**config.mk**
```make
export PLATFORM = sky130hd
export DESIGN_NAME = ex_stage_pipe
export DESIGN_NICKNAME = d
export VERILOG_FILES = /design/src/rtl/ex_stage_pipe.sv
export SDC_FILE = /design/constraint.sdc
export NUM_CORES = 2
export LEC_CHECK = 0
export ABC_AREA = 0
export BUFFER_PORTS_ARGS = -buffer_cell sky130_fd_sc_hd__buf_4
export CORE_UTILIZATION = 60
export CTS_CLUSTER_SIZE = 24
export DETAILED_ROUTE_END_ITERATION = 10
export GPL_TIMING_DRIVEN = 0
export PLACE_DENSITY = 0.79
export SLEW_MARGIN = 20
export SYNTH_ARGS = -nofsm -noshare
export SYNTH_HDL_FRONTEND = slang
export SYNTH_SLANG_ARGS = --single-unit
export TNS_END_PERCENT = 100
```
**constraint.sdc**
```tcl
create_clock -name clk -period 8.9 [get_ports clk]
set_clock_uncertainty 0.05 [all_clocks]
set_input_delay 1.78 -clock clk [delete_from_list [all_inputs] [get_ports clk]]
set_output_delay 1.78 -clock clk [all_outputs]
set_load 0.1 [all_outputs]
```
**src/rtl/ex_stage_pipe.sv**
```systemverilog
// ex_stage_pipe: handshaked execute stage between register-read and memory.
// It computes ALU results, memory addresses and branch resolution. MUL is
// multi-cycle. Completed results are held until the downstream stage
// accepts them.
//
// Ports:
//   clk, reset                        clock, synchronous active-high reset
//   in_valid / in_ready               upstream handshake
//   rs, rt, sign_ext, alu_src,
//   alu_op, branch, pc                operation fields (funct = sign_ext[FUNCT_W-1:0])
//   out_valid / out_ready             downstream handshake
//   result, zero, branch_taken,
//   branch_target                     registered results of the completed op
//   busy                              multiply in progress
//
// Optional feature macro: EX_SLT_EN. When it is defined, funct 3 is a signed
// set-less-than. When it is not defined, funct 3 is an unknown funct.
module ex_stage_pipe #(
    parameter int unsigned DATA_W     = 32,
    parameter int unsigned MUL_CYCLES = 3,
    parameter int unsigned FUNCT_W    = 6
) (
    input  logic              clk,
    input  logic              reset,
    input  logic              in_valid,
    output logic              in_ready,
    input  logic [DATA_W-1:0] rs,
    input  logic [DATA_W-1:0] rt,
    input  logic [DATA_W-1:0] sign_ext,
    input  logic              alu_src,
    input  logic [1:0]        alu_op,
    input  logic              branch,
    input  logic [DATA_W-1:0] pc,
    output logic              out_valid,
    input  logic              out_ready,
    output logic [DATA_W-1:0] result,
    output logic              zero,
    output logic              branch_taken,
    output logic [DATA_W-1:0] branch_target,
    output logic              busy
);

    localparam int unsigned CNT_W = 4;

    localparam logic [1:0] OP_MEM   = 2'b00;
    localparam logic [1:0] OP_BEQ   = 2'b01;
    localparam logic [1:0] OP_RTYPE = 2'b10;
    localparam logic [1:0] OP_ADDI  = 2'b11;

    localparam logic [FUNCT_W-1:0] F_ADD = FUNCT_W'(0);
    localparam logic [FUNCT_W-1:0] F_SUB = FUNCT_W'(1);
    localparam logic [FUNCT_W-1:0] F_MUL = FUNCT_W'(2);
`ifdef EX_SLT_EN
    localparam logic [FUNCT_W-1:0] F_SLT = FUNCT_W'(3);
`endif

    typedef enum logic {S_IDLE, S_MUL_BUSY} state_t;

    state_t             r_state;
    logic [CNT_W-1:0]   r_count;
    logic               r_out_valid;
    logic               r_busy;
    logic [DATA_W-1:0]  r_result;
    logic               r_zero;
    logic               r_taken;
    logic [DATA_W-1:0]  r_target;
    // MUL operands and flags captured at accept, applied on completion
    logic [DATA_W-1:0]  r_mul_a;
    logic [DATA_W-1:0]  r_mul_b;
    logic               r_p_zero;
    logic               r_p_taken;
    logic [DATA_W-1:0]  r_p_target;

    logic [DATA_W-1:0]  w_se_sh;
    logic [DATA_W-1:0]  w_op2;
    logic [FUNCT_W-1:0] w_funct;
    logic [DATA_W-1:0]  w_result;
    logic               w_zero;
    logic [DATA_W-1:0]  w_target;
    logic               w_taken;
    logic               w_is_mul;
    logic               w_drain;
    logic               w_accept;
    logic [DATA_W-1:0]  w_mul_prod;

    assign w_se_sh  = sign_ext << 2;
    assign w_funct  = sign_ext[FUNCT_W-1:0];
    assign w_is_mul = (alu_op == OP_RTYPE) && (w_funct == F_MUL);

    // Operand 2 selection: MEM is fixed to the scaled immediate, BEQ to rt
    always_comb begin
        w_op2 = rt;
        case (alu_op)
            OP_MEM:  w_op2 = w_se_sh;
            OP_BEQ:  w_op2 = rt;
            default: w_op2 = alu_src ? sign_ext : rt;
        endcase
    end

    // Single-cycle result; a MUL takes its result from the capture registers
    always_comb begin
        w_result = '0;
        case (alu_op)
            OP_MEM:  w_result = rs + w_se_sh;
            OP_BEQ:  w_result = rs - rt;
            OP_ADDI: w_result = rs + sign_ext;
            OP_RTYPE: begin
                if (w_funct == F_ADD)      w_result = rs + w_op2;
                else if (w_funct == F_SUB) w_result = rs - w_op2;
`ifdef EX_SLT_EN
                else if (w_funct == F_SLT) w_result = DATA_W'($signed(rs) < $signed(w_op2));
`endif
                else                       w_result = '0;
            end
            default: w_result = '0;
        endcase
    end

    assign w_zero     = (rs == w_op2);
    assign w_target   = pc + w_se_sh;
    assign w_taken    = branch && w_zero;
    assign w_mul_prod = r_mul_a * r_mul_b;

    // The output register can take new data when it is empty or being consumed
    assign w_drain  = !r_out_valid || out_ready;
    assign in_ready = (r_state == S_IDLE) && w_drain;
    assign w_accept = in_valid && in_ready;

    // Stage control and output register
    always_ff @(posedge clk) begin
        if (reset) begin
            r_state     <= S_IDLE;
            r_count     <= '0;
            r_out_valid <= 1'b0;
            r_busy      <= 1'b0;
            r_result    <= '0;
            r_zero      <= 1'b0;
            r_taken     <= 1'b0;
            r_target    <= '0;
            r_mul_a     <= '0;
            r_mul_b     <= '0;
            r_p_zero    <= 1'b0;
            r_p_taken   <= 1'b0;
            r_p_target  <= '0;
        end else begin
            case (r_state)
                S_IDLE: begin
                    if (w_accept && w_is_mul) begin
                        r_mul_a     <= rs;
                        r_mul_b     <= w_op2;
                        r_p_zero    <= w_zero;
                        r_p_taken   <= w_taken;
                        r_p_target  <= w_target;
                        r_count     <= CNT_W'(MUL_CYCLES - 1);
                        r_busy      <= 1'b1;
                        r_out_valid <= 1'b0;
                        r_state     <= S_MUL_BUSY;
                    end else if (w_accept) begin
                        r_result    <= w_result;
                        r_zero      <= w_zero;
                        r_taken     <= w_taken;
                        r_target    <= w_target;
                        r_out_valid <= 1'b1;
                    end else if (out_ready) begin
                        r_out_valid <= 1'b0;
                    end
                end
                S_MUL_BUSY: begin
                    if (r_out_valid && out_ready) begin
                        r_out_valid <= 1'b0;
                    end
                    if (r_count != '0) begin
                        r_count <= r_count - CNT_W'(1);
                    end else if (w_drain) begin
                        // Completed MUL waits at count 0 until the output slot frees
                        r_result    <= w_mul_prod;
                        r_zero      <= r_p_zero;
                        r_taken     <= r_p_taken;
                        r_target    <= r_p_target;
                        r_out_valid <= 1'b1;
                        r_busy      <= 1'b0;
                        r_state     <= S_IDLE;
                    end
                end
                default: r_state <= S_IDLE;
            endcase
        end
    end

    assign out_valid     = r_out_valid;
    assign busy          = r_busy;
    assign result        = r_result;
    assign zero          = r_zero;
    assign branch_taken  = r_taken;
    assign branch_target = r_target;

endmodule

```
==> out/summary.md <==
For the worst setup path, the data arrival time is 8980 ps. Summed over all cells, the static leakage comes to 16.2 nW. The worst path in the final design needs a cycle of 8710 ps, including I/O delays and setup.

The period utilization came out at 0.978. The core region is 52700 um^2. After synthesis, the netlist uses 77 different library cells.

Summing over every cut layer, the via total after detailed routing is 30900. The number of clock sinks is 171. The most common flop cell mapped by yosys is dfxtp_1. The maximum number of pins on one net before global-route repair was 21. The net count of the finished layout was 5045. In this run the deepest clock path goes through 2 buffers. The logs give 0 for the count of synthesis-stage warnings from yosys and 17 for the CTS buffer count. For this design the ratio of total power to cell area is 87.0 nW/um^2. The global-route wire length before repair was 189000 um; the number of setup violations in the final report was 0. For this run, the slowest stage of the critical path takes 780 ps. The detail route stage leaves a number of antenna-violating nets equal to 0.

The final number of hold-violating endpoints is 0. Setup repair after global routing left no endpoint under its margin. The run gives 129000 um as the routed wire length. The number of buffers and inverters on the critical path is 6.

Relative to the synthesized area, the layout overhead comes to 9.51%. The flow ran to the end, and the final reports show no timing, DRC or antenna violations. The utilization after layout is 0.666, and the share of the yosys chip area belonging to registers is 0.107. TritonCTS built the clock tree.

The CTS clock-pin slew for the worst setup and hold paths works out to 80 ps. The final instance area was 35100 um^2; the synthesized area per cell was 8.00 um^2. On the critical path, the stage with the largest delay is an instance of clkdlybuf4s15_1.

After detailed placement, the total cell area comes to 34400 um^2. Via count of the first global-routing pass: 30100. The count of buffers added on input and output ports is 200. Summed over all nets, the half-perimeter wirelength after detailed placement is 106000 um. The run gives 194 ps as the post-route worst setup slack. IR analysis of the VDD net gives a maximum drop of 0.000152 V. Dividing the detail-routed wire length by the instance count gives 26.2 um. The run gives 0 as the post-CTS setup buffer count. The die is 233 um tall. 205 I/O pins were placed. The floorplan step defined a die boundary enclosing 54300 um^2. After detailed placement, the design holds a cell count of 4892.

The ratio of cells with drive above 1 in the final layout came out at 0.0728. Number of enable-type register cells in the synthesized netlist: 0. At the pin with the least slew margin, the transition time is 1190 ps. The kind of critical path is register to register.

The most prevalent standard cell on the critical path is fa_1. Kind of start point of the critical path: a register. Measured along the x axis, the die boundary spans 233 um. The first TritonRoute pass finished after 9 iterations.

The later pin in the worst-skew pair is clocked with a latency of 470 ps. Clock tree synthesis selected as its root buffer the cell clkbuf_16. For this design, the CTS-stage hold fixing added 0 buffers.

The tools report the total overflow reported by the global router as 0. The worst-path maximum fanout works out to 10. In the routed design, unresolved DRC markers number 0.

Summed over all failing endpoints, the final setup total negative slack is 0 ps. Synthesis produced 4004 cells. The tool flagged a number of max-cap violations equal to 0. The area of the mapped netlist was 32000 um^2; the per-cell via count in the routed design was 6.27.

Final cell count without fillers: 4927. Initial antenna violation count: 7. The H-tree generated during clock tree synthesis spans 4 levels.

Total global-route track usage: 0.479. Sort of element at the end of the critical path: a register. The net count after synthesis is 4830, and the achievable frequency is 0.115 GHz. In this run the worst hold path is classified as register to register. The starting density of the core was 0.608. The run gives 9170 ps as the required time reported for the critical path endpoint. Headroom to the max-slew limit: 0.207. Worst slack at placement: -287 ps. The register bit count reported by yosys works out to 171. The tools report the register cell area after layout as 3430 um^2. The layout has 4613 filler cells. The top cell family by delay on the critical path is adder cells. In the final layout, the multi-input gates occupy 26000 um^2. The fraction of registers with async set/reset came out at 0. Count of final max-slew check failures: 0. For the total number of placement rows, the log shows 84. The tools report the final RePlAce weighted congestion as 1.05. Number of violations reported at the end of detailed-routing iteration 0: 3431.
routing by layer:
| metal | vias up | wire (um) | part of all wire | global-route usage |
|---|---|---|---|---|
| li1 | 13600 | - | - | - |
| met2 | 1949 | 55800 | 0.43 | 0.727 |
| met1 | 14900 | 47200 | 0.37 | 0.581 |
| met4 | 4 | 12000 | 0.093 | 0.386 |
| met3 | 492 | 14200 | 0.11 | 0.113 |
| met5 | - | 58 | 0.00045 | 0.00827 |
worst min-delay path: stages (launching register included):
cell     delay [ps]
dfxtp_1         310
nand2_1          50
a21oi_1          50
repair_timing:
action / in CTS / in global routing
gates resized for setup: 9 / 38
cloned: 0 / 0
setup endpoints to repair: 7 / 7
sequential cells by signal, summed over array words and instances, names as in the netlist:
register / count
r_p_taken: 1
r_mul_a: 32
out_valid: 1
r_mul_b: 32
branch_taken: 1
r_p_target: 32
r_state: 1
r_p_zero: 1
result: 32
branch_target: 32
busy: 1
r_count: 4
zero: 1
logic make-up (layout without fill, tap and decap cells):
| group | after synthesis | after routing | synth area share |
|---|---|---|---|
| adders and majority gates | 690 | 690 | 0.366 |
| other | 0 | 7 | 0 |
| DFF | 171 | 171 | 0.107 |
| buffers and inverters | 702 | 930 | 0.0829 |
| muxes | 52 | 52 | 0.0163 |
| AOI/OAI and AO/OA | 834 | 834 | 0.166 |
| and+or+nand+nor | 1333 | 1333 | 0.201 |
| xor gates and xnor gates | 222 | 222 | 0.0607 |
stage by stage:
step                total power, mW  hold WS, ps
floorplan                      1.78          377
global placement               2.23          384
detailed placement             2.22          393
CTS                            2.99          402
global route                   3.14          417
finish                         3.05          404
area by class of cell:
type,count,share of cell area
Antenna cell,7,0.000500
Buffer,222,0.0253
Clock buffer,17,0.0121
Clock inverter,15,0.00542
Inverter,476,0.0510
Multi-Input combinational cell,3131,0.740
Sequential cell,171,0.0979
Tap cell,688,0.0246
Timing Repair Buffer,200,0.0428
path summary, 6_finish.rpt:
kind	slack [ps]	start	endpoint	cells after the start
worst min-delay path	400	r_p_target[16]	r_p_target[16]	2
worst min register to register	400	r_p_target[16]	r_p_target[16]	2
worst max-delay path	190	r_mul_a[5]	result[31]	27
worst max register to register	190	r_mul_a[5]	result[31]	27
synthesized netlist by cell type (16+ instances only):
cell type,instances,share of area
o31ai_1,19,0.0045
and2_1,313,0.061
and3_1,16,0.0031
clkbuf_1,198,0.023
xor2_1,79,0.022
ha_1,277,0.11
a21oi_1,344,0.054
inv_1,475,0.056
a211oi_1,67,0.016
a21o_1,47,0.011
nor2b_1,52,0.010
nand2b_1,25,0.0049
dfxtp_1,171,0.11
nand3_1,41,0.0064
nor4_1,18,0.0035
fa_1,413,0.26
nor2_1,192,0.023
o21ai_0,122,0.019
a31oi_1,25,0.0049
nand2_1,549,0.064
xnor2_1,143,0.039
nor3_1,59,0.0092
o21a_1,33,0.0077
o21bai_1,19,0.0045
o211ai_1,17,0.0040
a311oi_1,17,0.0047
mux2i_1,51,0.016
power breakdown:
part	switching, mW	internal [mW]	total [mW]
clock network	0.402	0.383	0.785
logic	0.988	0.449	1.44
registers	0.0316	0.796	0.828
total	1.42	1.63	3.05
layout by cell type, fill, tap and decap left out, drive strengths merged, types with 59 or more instances in the layout:
master	n
dfxtp	171
inv	483
xor2	79
clkbuf	208
ha	277
a21oi	344
fa	413
nor3	59
buf	230
nor2	192
xnor2	143
o21ai	128
a211oi	69
nand2	549
and2	313
Power figures use the tool's default switching activity.
